File: config.mk
export PLATFORM = sky130hd
export DESIGN_NAME = reg2apb_master_flat
export DESIGN_NICKNAME = d
export VERILOG_FILES = /design/src/rtl/reg2apb_master_pkg.sv /design/src/rtl/reg2apb_master_if.sv /design/src/rtl/reg2apb_master_apb_wait_timer.sv /design/src/rtl/reg2apb_master.sv /design/src/flat_wrapper.sv
export SDC_FILE = /design/constraint.sdc
export NUM_CORES = 1
export LEC_CHECK = 0
export ABC_CLOCK_PERIOD_IN_PS = 2100
export CELL_PAD_IN_SITES_DETAIL_PLACEMENT = 1
export CELL_PAD_IN_SITES_GLOBAL_PLACEMENT = 1
export CORE_ASPECT_RATIO = 0.9
export CORE_UTILIZATION = 32
export CTS_CLUSTER_DIAMETER = 80
export DETAILED_ROUTE_END_ITERATION = 12
export GPL_TIMING_DRIVEN = 0
export PLACE_DENSITY_LB_ADDON = 0.1
export RECOVER_POWER = 100
export SKIP_LAST_GASP = 1
export SYNTH_ARGS = -nofsm -noshare
export SYNTH_HDL_FRONTEND = slang
export SYNTH_SLANG_ARGS = --single-unit
File: constraint.sdc
create_clock -name i_pclk -period 2.1 [get_ports i_pclk]
set_input_delay 0.42 -clock i_pclk [delete_from_list [all_inputs] [get_ports i_pclk]]
set_output_delay 0.42 -clock i_pclk [all_outputs]
set_load 0.01 [all_outputs]
File: src/rtl/reg2apb_master_pkg.sv
// rtl/reg2apb_master_pkg.sv - shared constants and types for the register-to-APB initiator
package reg2apb_master_pkg;

  localparam int APB_AW = 12;
  localparam int APB_DW = 32;
  localparam int APB_SW = 4;

  typedef logic [APB_SW-1:0] strb_t;

  localparam logic [1:0] ST_IDLE   = 2'd0;
  localparam logic [1:0] ST_SETUP  = 2'd1;
  localparam logic [1:0] ST_ACCESS = 2'd2;
  localparam logic [1:0] ST_RESP   = 2'd3;

  function automatic int timer_width(input int timeout);
    return (timeout < 1) ? 1 : $clog2(timeout + 1);
  endfunction

endpackage

File: src/rtl/reg2apb_master_if.sv
// rtl/reg2apb_master_if.sv - command/response and APB signal bundle for reg2apb_master
interface reg2apb_master_if #(
  parameter int AW = reg2apb_master_pkg::APB_AW,
  parameter int DW = reg2apb_master_pkg::APB_DW
) ();
  import reg2apb_master_pkg::*;

  logic          cmd_valid;
  logic          cmd_ready;
  logic          cmd_write;
  logic [AW-1:0] cmd_addr;
  logic [DW-1:0] cmd_wdata;
  strb_t         cmd_strb;
  logic          rsp_valid;
  logic          rsp_ready;
  logic [DW-1:0] rsp_rdata;
  logic          rsp_err;
  logic          rsp_timeout;
  logic          psel;
  logic          penable;
  logic          pwrite;
  logic [AW-1:0] paddr;
  logic [DW-1:0] pwdata;
  strb_t         pstrb;
  logic [DW-1:0] prdata;
  logic          pready;
  logic          pslverr;

  modport master (
    input  cmd_valid, cmd_write, cmd_addr, cmd_wdata, cmd_strb, rsp_ready,
    input  prdata, pready, pslverr,
    output cmd_ready, rsp_valid, rsp_rdata, rsp_err, rsp_timeout,
    output psel, penable, pwrite, paddr, pwdata, pstrb
  );

  modport slave (
    output cmd_valid, cmd_write, cmd_addr, cmd_wdata, cmd_strb, rsp_ready,
    output prdata, pready, pslverr,
    input  cmd_ready, rsp_valid, rsp_rdata, rsp_err, rsp_timeout,
    input  psel, penable, pwrite, paddr, pwdata, pstrb
  );

endinterface

File: src/rtl/reg2apb_master_apb_wait_timer.sv
// rtl/reg2apb_master_apb_wait_timer.sv - saturating ACCESS wait-cycle counter with abort flag
module apb_wait_timer
  import reg2apb_master_pkg::*;
#(
  parameter int TIMEOUT = 256
) (
  input  logic i_clk,
  input  logic i_rst_n,
  input  logic i_clear,
  input  logic i_enable,
  output logic o_expired
);

  localparam int CW = timer_width(TIMEOUT);
  localparam logic [CW-1:0] SAT  = (TIMEOUT == 0) ? {CW{1'b1}} : CW'(TIMEOUT);
  localparam logic [CW-1:0] LAST = (TIMEOUT == 0) ? '0 : CW'(TIMEOUT - 1);
  localparam logic [CW-1:0] ONE  = CW'(1);

  logic [CW-1:0] r_cnt;

  always_ff @(posedge i_clk or negedge i_rst_n) begin
    if (!i_rst_n) begin
      r_cnt <= '0;
    end else if (i_clear) begin
      r_cnt <= '0;
    end else if (i_enable && (r_cnt != SAT)) begin
      r_cnt <= r_cnt + ONE;
    end
  end

  generate
    if (TIMEOUT == 0) begin : g_never
      assign o_expired = 1'b0;
    end else begin : g_limit
      // Fires on the wait cycle that would bring the count up to TIMEOUT.
      assign o_expired = i_enable && (r_cnt == LAST);
    end
  endgenerate

endmodule

File: src/rtl/reg2apb_master.sv
// rtl/reg2apb_master.sv - APB initiator turning single register requests into SETUP/ACCESS transfers
module reg2apb_master
  import reg2apb_master_pkg::*;
#(
  parameter int AW      = APB_AW,
  parameter int DW      = APB_DW,
  parameter int TIMEOUT = 256
) (
  input logic              i_pclk,
  input logic              i_presetn,
  reg2apb_master_if.master io_bus
);

  localparam logic [AW-1:0] ADDR_MASK = ~AW'(3);

  logic [1:0]    r_state;
  logic          r_cmd_ready;
  logic          r_psel;
  logic          r_penable;
  logic          r_pwrite;
  logic [AW-1:0] r_paddr;
  logic [DW-1:0] r_pwdata;
  strb_t         r_pstrb;
  logic          r_rsp_valid;
  logic [DW-1:0] r_rsp_rdata;
  logic          r_rsp_err;
  logic          r_rsp_timeout;
  logic          w_cmd_hs;
  logic          w_wait;
  logic          w_expired;

  assign w_cmd_hs = io_bus.cmd_valid && r_cmd_ready;
  assign w_wait   = (r_state == ST_ACCESS) && !io_bus.pready;

  apb_wait_timer #(.TIMEOUT(TIMEOUT)) u_timer (
    .i_clk     (i_pclk),
    .i_rst_n   (i_presetn),
    .i_clear   (w_cmd_hs),
    .i_enable  (w_wait),
    .o_expired (w_expired)
  );

  always_ff @(posedge i_pclk or negedge i_presetn) begin
    if (!i_presetn) begin
      r_state       <= ST_IDLE;
      r_cmd_ready   <= 1'b0;
      r_psel        <= 1'b0;
      r_penable     <= 1'b0;
      r_pwrite      <= 1'b0;
      r_paddr       <= '0;
      r_pwdata      <= '0;
      r_pstrb       <= '0;
      r_rsp_valid   <= 1'b0;
      r_rsp_rdata   <= '0;
      r_rsp_err     <= 1'b0;
      r_rsp_timeout <= 1'b0;
    end else begin
      case (r_state)
        ST_IDLE: begin
          // cmd_ready comes up one cycle after reset release, then stays up while idle.
          r_cmd_ready <= 1'b1;
          if (w_cmd_hs) begin
            r_cmd_ready <= 1'b0;
            r_pwrite    <= io_bus.cmd_write;
            r_paddr     <= io_bus.cmd_addr & ADDR_MASK;
            r_pwdata    <= io_bus.cmd_wdata;
            r_pstrb     <= io_bus.cmd_write ? io_bus.cmd_strb : '0;
            r_psel      <= 1'b1;
            r_state     <= ST_SETUP;
          end
        end
        ST_SETUP: begin
          r_penable <= 1'b1;
          r_state   <= ST_ACCESS;
        end
        ST_ACCESS: begin
          if (io_bus.pready) begin
            r_rsp_rdata   <= (!r_pwrite && !io_bus.pslverr) ? io_bus.prdata : '0;
            r_rsp_err     <= io_bus.pslverr;
            r_rsp_timeout <= 1'b0;
            r_psel        <= 1'b0;
            r_penable     <= 1'b0;
            r_rsp_valid   <= 1'b1;
            r_state       <= ST_RESP;
          end else if (w_expired) begin
            r_rsp_rdata   <= '0;
            r_rsp_err     <= 1'b1;
            r_rsp_timeout <= 1'b1;
            r_psel        <= 1'b0;
            r_penable     <= 1'b0;
            r_rsp_valid   <= 1'b1;
            r_state       <= ST_RESP;
          end
        end
        ST_RESP: begin
          if (io_bus.rsp_ready) begin
            r_rsp_valid <= 1'b0;
            r_cmd_ready <= 1'b1;
            r_state     <= ST_IDLE;
          end
        end
        default: r_state <= ST_IDLE;
      endcase
    end
  end

  assign io_bus.cmd_ready   = r_cmd_ready;
  assign io_bus.psel        = r_psel;
  assign io_bus.penable     = r_penable;
  assign io_bus.pwrite      = r_pwrite;
  assign io_bus.paddr       = r_paddr;
  assign io_bus.pwdata      = r_pwdata;
  assign io_bus.pstrb       = r_pstrb;
  assign io_bus.rsp_valid   = r_rsp_valid;
  assign io_bus.rsp_rdata   = r_rsp_rdata;
  assign io_bus.rsp_err     = r_rsp_err;
  assign io_bus.rsp_timeout = r_rsp_timeout;

endmodule
File: src/flat_wrapper.sv
// flat-port wrapper written by rule: the top's interface ports become plain ports
module reg2apb_master_flat import reg2apb_master_pkg::*;
#(
  parameter int AW      = APB_AW,
  parameter int DW      = APB_DW,
  parameter int TIMEOUT = 256
)
  (i_pclk, i_presetn, io_bus_cmd_valid, io_bus_cmd_write, io_bus_cmd_addr, io_bus_cmd_wdata, io_bus_cmd_strb, io_bus_rsp_ready, io_bus_prdata, io_bus_pready, io_bus_pslverr, io_bus_cmd_ready, io_bus_rsp_valid, io_bus_rsp_rdata, io_bus_rsp_err, io_bus_rsp_timeout, io_bus_psel, io_bus_penable, io_bus_pwrite, io_bus_paddr, io_bus_pwdata, io_bus_pstrb);
  reg2apb_master_if #(.AW(AW), .DW(DW)) io_bus_i ();
  input logic i_pclk;
  input logic i_presetn;
  input wire logic [$bits(io_bus_i.cmd_valid)-1:0] io_bus_cmd_valid;
  input wire logic [$bits(io_bus_i.cmd_write)-1:0] io_bus_cmd_write;
  input wire logic [$bits(io_bus_i.cmd_addr)-1:0] io_bus_cmd_addr;
  input wire logic [$bits(io_bus_i.cmd_wdata)-1:0] io_bus_cmd_wdata;
  input wire logic [$bits(io_bus_i.cmd_strb)-1:0] io_bus_cmd_strb;
  input wire logic [$bits(io_bus_i.rsp_ready)-1:0] io_bus_rsp_ready;
  input wire logic [$bits(io_bus_i.prdata)-1:0] io_bus_prdata;
  input wire logic [$bits(io_bus_i.pready)-1:0] io_bus_pready;
  input wire logic [$bits(io_bus_i.pslverr)-1:0] io_bus_pslverr;
  output wire logic [$bits(io_bus_i.cmd_ready)-1:0] io_bus_cmd_ready;
  output wire logic [$bits(io_bus_i.rsp_valid)-1:0] io_bus_rsp_valid;
  output wire logic [$bits(io_bus_i.rsp_rdata)-1:0] io_bus_rsp_rdata;
  output wire logic [$bits(io_bus_i.rsp_err)-1:0] io_bus_rsp_err;
  output wire logic [$bits(io_bus_i.rsp_timeout)-1:0] io_bus_rsp_timeout;
  output wire logic [$bits(io_bus_i.psel)-1:0] io_bus_psel;
  output wire logic [$bits(io_bus_i.penable)-1:0] io_bus_penable;
  output wire logic [$bits(io_bus_i.pwrite)-1:0] io_bus_pwrite;
  output wire logic [$bits(io_bus_i.paddr)-1:0] io_bus_paddr;
  output wire logic [$bits(io_bus_i.pwdata)-1:0] io_bus_pwdata;
  output wire logic [$bits(io_bus_i.pstrb)-1:0] io_bus_pstrb;
  assign io_bus_i.cmd_valid = io_bus_cmd_valid;
  assign io_bus_i.cmd_write = io_bus_cmd_write;
  assign io_bus_i.cmd_addr = io_bus_cmd_addr;
  assign io_bus_i.cmd_wdata = io_bus_cmd_wdata;
  assign io_bus_i.cmd_strb = io_bus_cmd_strb;
  assign io_bus_i.rsp_ready = io_bus_rsp_ready;
  assign io_bus_i.prdata = io_bus_prdata;
  assign io_bus_i.pready = io_bus_pready;
  assign io_bus_i.pslverr = io_bus_pslverr;
  assign io_bus_cmd_ready = io_bus_i.cmd_ready;
  assign io_bus_rsp_valid = io_bus_i.rsp_valid;
  assign io_bus_rsp_rdata = io_bus_i.rsp_rdata;
  assign io_bus_rsp_err = io_bus_i.rsp_err;
  assign io_bus_rsp_timeout = io_bus_i.rsp_timeout;
  assign io_bus_psel = io_bus_i.psel;
  assign io_bus_penable = io_bus_i.penable;
  assign io_bus_pwrite = io_bus_i.pwrite;
  assign io_bus_paddr = io_bus_i.paddr;
  assign io_bus_pwdata = io_bus_i.pwdata;
  assign io_bus_pstrb = io_bus_i.pstrb;
  reg2apb_master #(.AW(AW), .DW(DW), .TIMEOUT(TIMEOUT)) u_core (.i_pclk(i_pclk), .i_presetn(i_presetn), .io_bus(io_bus_i));
endmodule
==> flow_summary.json, run 1 <==
{
  "ys_types": 35,
  "die-area_um2": 12420,
  "final_net_count": 557,
  "fin_ws_ns": 0.1953,
  "clock.fmax_mhz": 525.0,
  "coreArea_um2": 11530,
  "grt_setup_unrepaired": "true",
  "synth-seq-area-share": 0.6268,
  "power.density_nw_per_um2": 1390,
  "irDropWorstVdd_uv": 694.3,
  "hpwlAfterDp_um": 7661,
  "yosys_warnings": 0,
  "hold_viol_final": 0,
  "postRouteAntennaNets": 0,
  "drtIter0Drc": 83,
  "overflow": 0,
  "grt_max_degree": 62,
  "routed_wirelength_um": 10440,
  "vias": 2948,
  "critPathMaxFanout": 10,
  "worstRegToRegCells": 5,
  "synth_edf_count": 0,
  "vias_per_cell": 4.717,
  "grt_pass1_vias": 3298,
  "syn_area_um2": 3832,
  "ff_latch_area_um2": 2402,
  "holdPathStages": 2,
  "worst_pin_slew_ns": 1.566,
  "antenna_found_initial": 0,
  "startpoint": "u_core.r_state[0]",
  "clock-sinks": 96,
  "min_period_ns": 1.905,
  "dr.pass1.iters": 4,
  "fillCellCount": 1185,
  "relSlewSlack": -0.04411,
  "cts-root-buf": "clkbuf_16",
  "ios": 174,
  "synthCells": 283,
  "worst_setup_path_start_kind": "flop",
  "clk_pin_slew_ns": 0.07,
  "reg2reg_to": "u_core.io_bus.pwdata[20]",
  "r2r_slack_ns": 0.20,
  "p_leak_uw": 0.002720,
  "critPathKind": "reg -> reg",
  "cts_tree": "built",
  "finalCritPeriodShare": 0.9070,
  "clk_latency_ns": 0.34,
  "area_growth_pct": 58.02,
  "finClkSkew_ns": 0.005553,
  "ys_async_sr_fraction": 1.000,
  "timing.hold.ws_ns": 0.3010,
  "drv_cap": 1,
  "cts_max_path_buffers": 2,
  "pre_cts_ws_ns": -0.1770,
  "synth.avg_cell_area_um2": 13.54,
  "cp.required_ns": 2.32,
  "rows": 37,
  "violations": "max-capacitance violations, max-slew violations",
  "htreeDepth": 3,
  "synth_ff_type": "dfrtp_1",
  "status": "complete, but fails checks",
  "drive_gt1_frac": 0.1620,
  "crit_path_end_kind": "flop",
  "hold_path_end": "u_core.io_bus.rsp_timeout",
  "initial_core_util": 0.3325,
  "finalSetupViolCount": 0,
  "grtUsageTotal": 0.1813,
  "synth_seq_cells": 96,
  "post_drt_wl_per_cell_um": 16.70,
  "cp.arrival_ns": 2.13,
  "die_h_um": 105.8,
  "drv_slew": 61,
  "grt_pass1_wl_um": 17360,
  "diodes": 0,
  "gp_congestion": 0.7184,
  "multi_input_area_um2": 1313,
  "timing.rr.start": "u_core.r_state[0]",
  "hold_path.class": "in -> reg",
  "hold_start": "io_bus_pready",
  "post-route-drc-count": 0,
  "portBuffers": 168,
  "cts_buffers": 9,
  "die_x_um": 117.4
}
## stage by stage
stage          area (µm²)  power (µW)   TNS [ns]    util  std cells
2_1_floorplan        3836        4831          0       -        284
3_3_place_gp         5713        6940    -308.43  0.4956        608
3_5_place_dp         5731        7066     -3.076  0.4971        609
4_1_cts              6058        8915          0  0.5256        625
5_1_grt              6056        9004  -0.009114  0.5253        625
6_report             6056        8416          0  0.5253        625
## routing by layer
metal	up-vias	part of all wire	track usage
met2	97	0.50	0.3005
met4	0	0.014	0.06030
met3	11	0.081	0.07305
met1	1466	0.40	0.2133
li1	1374	-	-
met5	-	0	0
## cell usage in the layout (no fill, tap or decap), drive strengths merged, types with 2 or more instances in the layout
cell type / instances
mux2i: 4
o21ai: 11
dfrtp: 96
a22o: 33
nor2: 4
or4: 2
clkinv: 3
buf: 6
clkdlybuf4s50: 82
nand3: 4
inv: 10
a211oi: 3
nand2: 20
dlygate4sd3: 85
a21oi: 10
ha: 6
or3: 3
mux2: 43
conb: 2
clkbuf: 23
bufinv: 2
o31ai: 2
## area by class of cell
class	count	area share
Sequential cell	96	0.3967
Timing Repair Buffer	169	0.2802
Multi-Input combinational cell	161	0.2167
Clock buffer	10	0.03946
Tap cell	156	0.03223
Buffer	17	0.01488
Clock inverter	6	0.01364
Inverter	10	0.006198
## cell families (layout without fill, tap and decap cells)
logic type,after synthesis,in the layout,share of synthesized area
simple gates,43,43,0.05910
fa+ha+maj,6,6,0.01959
mux,47,47,0.1368
other cells,1,2,0.0009785
flops,96,96,0.6268
buf+inv,27,212,0.03460
compound gates,63,63,0.1221
## what timing repair did
item                       in CTS  in global routing
resized for setup               3                  1
setup endpoints to repair      30                 19
setup buffers                   0                  0
pin swaps                       0                  0
hold buffers                    0                  0
## worst max-delay path: stages, from the launching register on
cell and delay (ns):
dfrtp_1 0.37, inv_1 0.07, ha_1 0.26, nand3_1 0.30, clkbuf_1 0.39, mux2_2 0.39
## how the worst max path moves through the flow
stage	endpoint	slack, ns	cells past startpoint
6_report	u_core.io_bus.pwdata[20]	0.20	5
5_1_grt	u_core.r_state[1]	-0.006	7
4_1_cts	u_core.io_bus.rsp_rdata[17]	0.12	7
3_5_place_dp	u_core.io_bus.rsp_rdata[29]	-0.18	7
3_3_place_gp	u_core.io_bus.pwdata[23]	-3.19	1
2_1_floorplan	u_core.io_bus.rsp_rdata[12]	0.32	7
## power breakdown
part           total (µW)  leakage [µW]  switching, µW  internal [µW]
sequential           3120       0.00121            424           2690
clock                1760      0.000158            694           1070
combinational        3530       0.00135           1510           2020
total                8420       0.00272           2630           5790
## state kept, by name, indices dropped and copies added, names as in the netlist, 2 cells and up
signal and flops:
u_core.io_bus.pstrb 4, u_core.r_state 2, u_core.u_timer.r_cnt 9, u_core.io_bus.paddr 10
u_core.io_bus.rsp_rdata 32, u_core.io_bus.pwdata 32
## Yosys cell counts (all sizes together) (3+ instances only)
library cell / instances / area, µm²
inv: 10 / 37.54
a22o: 33 / 289.0
buf: 11 / 72.56
nand3: 4 / 20.02
clkbuf: 6 / 22.52
nor2: 4 / 15.01
ha: 6 / 75.07
o21ai: 11 / 55.05
nand2: 20 / 75.07
mux2i: 4 / 40.04
dfrtp: 96 / 2402
a21oi: 10 / 50.05
a211oi: 3 / 22.52
mux2: 43 / 484.2
or3: 3 / 18.77
Note: power is estimated with default switching activity, not from simulation.
==> run 2: changes to the inputs <==
--- a/config.mk
+++ b/config.mk
@@ -5,15 +5,13 @@
 export SDC_FILE = /design/constraint.sdc
 export NUM_CORES = 1
 export LEC_CHECK = 0
-export ABC_CLOCK_PERIOD_IN_PS = 2100
-export CELL_PAD_IN_SITES_DETAIL_PLACEMENT = 1
-export CELL_PAD_IN_SITES_GLOBAL_PLACEMENT = 1
+export ABC_CLOCK_PERIOD_IN_PS = 1700
 export CORE_ASPECT_RATIO = 0.9
-export CORE_UTILIZATION = 32
+export CORE_UTILIZATION = 37
 export CTS_CLUSTER_DIAMETER = 80
 export DETAILED_ROUTE_END_ITERATION = 12
 export GPL_TIMING_DRIVEN = 0
-export PLACE_DENSITY_LB_ADDON = 0.1
+export PLACE_DENSITY = 0.76
 export RECOVER_POWER = 100
 export SKIP_LAST_GASP = 1
 export SYNTH_ARGS = -nofsm -noshare
==> constraint.sdc (replaced) <==
create_clock -name i_pclk -period 1.7 [get_ports i_pclk]
set_input_delay 0.34 -clock i_pclk [delete_from_list [all_inputs] [get_ports i_pclk]]
set_output_delay 0.34 -clock i_pclk [all_outputs]
set_load 0.01 [all_outputs]
==> run 2 against run 1 <==
Via count down 0.17%. Critical path type unchanged. Fmax rose by 13%. Critical endpoint is now u_core.u_timer.r_cnt[6]. Sequential power rose by 26%. The run now ends clean. Total power up 26%. Register-to-register slack worse by 0.18 ns.
==> flow_summary.json, run 2 (same netlist as run 1, synthesis figures left out) <==
{
  "post-route-drc-count": 0,
  "power_uw": 10610,
  "timing.hold.ws_ns": 0.2216,
  "finalCritPeriodShare": 0.9904,
  "grtUsageTotal": 0.1789,
  "grt_pass1_vias": 3068,
  "crit_end": "u_core.u_timer.r_cnt[6]",
  "drive_gt1_frac": 0.1903,
  "clk_latency_ns": 0.34,
  "drv_cap": 0,
  "hold_buffers": 0,
  "critPathMaxFanout": 10,
  "worst_setup_path_start_kind": "flop",
  "vias_per_cell": 4.913,
  "vias": 2943,
  "startpoint": "u_core.r_state[0]",
  "final.setup.tns_ns": 0,
  "ios": 174,
  "diodes": 0,
  "timing.rr.start": "u_core.r_state[0]",
  "overflow": 0,
  "cts_buffers": 9,
  "power.density_nw_per_um2": 1746,
  "seq_power_share": 0.370,
  "final_net_count": 561,
  "p_leak_uw": 0.002618,
  "cts_max_path_buffers": 2,
  "finClkSkew_ns": 0.008959,
  "hold_viol_final": 0,
  "final_common_cell": "clkdlybuf4s50_1",
  "p_comb_frac": 0.448,
  "gp_congestion": 0.7918,
  "initial_core_util": 0.3883,
  "min_period_ns": 1.684,
  "drv_slew": 0,
  "hpwlAfterDp_um": 6770,
  "htreeDepth": 3,
  "fillCellCount": 794,
  "reg2reg_to": "u_core.u_timer.r_cnt[6]",
  "worst_pin_slew_ns": 1.148,
  "status": "completed",
  "post_drt_wl_per_cell_um": 15.43,
  "hold_path.class": "in -> async",
  "drtIter0Drc": 60,
  "antenna_found_initial": 0,
  "grt_max_degree": 51,
  "routed_wirelength_um": 9245,
  "grt_pass1_wl_um": 14880,
  "rows": 34,
  "relSlewSlack": 0.2348,
  "die-area_um2": 10770,
  "swShare": 0.3024,
  "coreArea_um2": 9869,
  "clock-sinks": 96,
  "irDropWorstVdd_uv": 842.1,
  "clkPwrFrac": 0.183,
  "area_growth_pct": 58.60,
  "die_x_um": 109.3,
  "portBuffers": 168,
  "power.switching_uw": 3209,
  "dr.pass1.iters": 4,
  "finalSetupViolCount": 0,
  "final_cell_mix": "165 x clkdlybuf4s50_1, 95 x dfrtp_1, 43 x mux2_2",
  "cts-root-buf": "clkbuf_16",
  "cp.required_ns": 1.95,
  "cp.arrival_ns": 1.94,
  "clk_pin_slew_ns": 0.07,
  "clock.fmax_mhz": 593.9,
  "p_int_uw": 7403,
  "crit_path_end_kind": "flop",
  "postRouteAntennaNets": 0,
  "cts_tree": "built",
  "worstRegToRegCells": 6,
  "grt_setup_unrepaired": "true",
  "critPathKind": "reg -> reg",
  "die_h_um": 98.55,
  "r2r_slack_ns": 0.02
}
-- run 2: cell count changes in the layout (fill, tap and decap cells not counted), moves of 3 or more --
| cell | before | now |
|---|---|---|
| clkdlybuf4s50_1 | 82 | 165 |
| ha_2 | 0 | 3 |
| ha_1 | 6 | 2 |
| buf_4 | 2 | 13 |
| clkbuf_2 | 8 | 3 |
| buf_6 | 1 | 4 |
| dlygate4sd3_1 | 85 | 0 |
-- run 2: layout make-up --
| cell class | instances | area [µm²] | area share |
|---|---|---|---|
| plain buffers | 17 | 125.1 | 0.02058 |
| clock buffers | 12 | 236.5 | 0.03890 |
| clock inverters | 4 | 45.04 | 0.007410 |
| inverters | 10 | 37.54 | 0.006175 |
| multi-input cells | 161 | 1359 | 0.2235 |
| flip-flops and latches | 96 | 2404 | 0.3954 |
| well taps | 126 | 157.7 | 0.02594 |
| repair buffers | 173 | 1714 | 0.2820 |
-- run 2: critical path: stages (launching register included) --
cell	delay [ns]
dfrtp_1	0.40
inv_1	0.10
ha_2	0.23
buf_4	0.19
nand4b_1	0.18
or3_1	0.34
a21oi_1	0.16
-- run 2: power by group through the flow --
stage	clock [µW]	sequential, µW	combinational [µW]
finish	1940	3920	4750
global route	2090	4070	5150
CTS	2010	3930	4810
detailed placement	0	3940	4720
global placement	0	3910	4610
floorplan	0	4360	1610
-- run 2: what timing repair did --
item / CTS / global route
buffers inserted: 0 / 4
endpoints found under the setup margin: 85 / 85
pin swaps: 0 / 1
gates resized for setup: 22 / 11
-- run 2: worst min path at each step --
| stage | startpoint | end | cells past startpoint |
|---|---|---|---|
| 2_1_floorplan | i_presetn | u_core.io_bus.cmd_ready | 0 |
| 3_3_place_gp | u_core.io_bus.pstrb[2] | u_core.io_bus.pstrb[2] | 2 |
| 3_5_place_dp | i_presetn | u_core.u_timer.r_cnt[4] | 1 |
| 4_1_cts | i_presetn | u_core.u_timer.r_cnt[3] | 1 |
| 5_1_grt | io_bus_pready | u_core.io_bus.rsp_timeout | 2 |
| 6_report | i_presetn | u_core.u_timer.r_cnt[3] | 1 |
-- run 2: per-stage QoR --
stage / cells / setup WS [ns] / util / area [µm²]
CTS: 595 / -0.006241 / 0.6128 / 6048
global placement: 578 / -3.196 / 0.5751 / 5675
global route: 599 / -0.04848 / 0.6159 / 6078
floorplan: 284 / -0.08004 / - / 3836
finish: 599 / 0.01628 / 0.6159 / 6078
detailed placement: 579 / -0.4693 / 0.5776 / 5700
-- run 2: per-layer routing --
metal  wire length [µm]  up-vias  GRT usage  share of wire
li1                   -     1381          -              -
met1               3904     1443     0.2201           0.42
met2               4446      107     0.2908           0.48
met3                772       12    0.06481          0.084
met4                122        0    0.05949          0.013
met5                  0        -          0              0
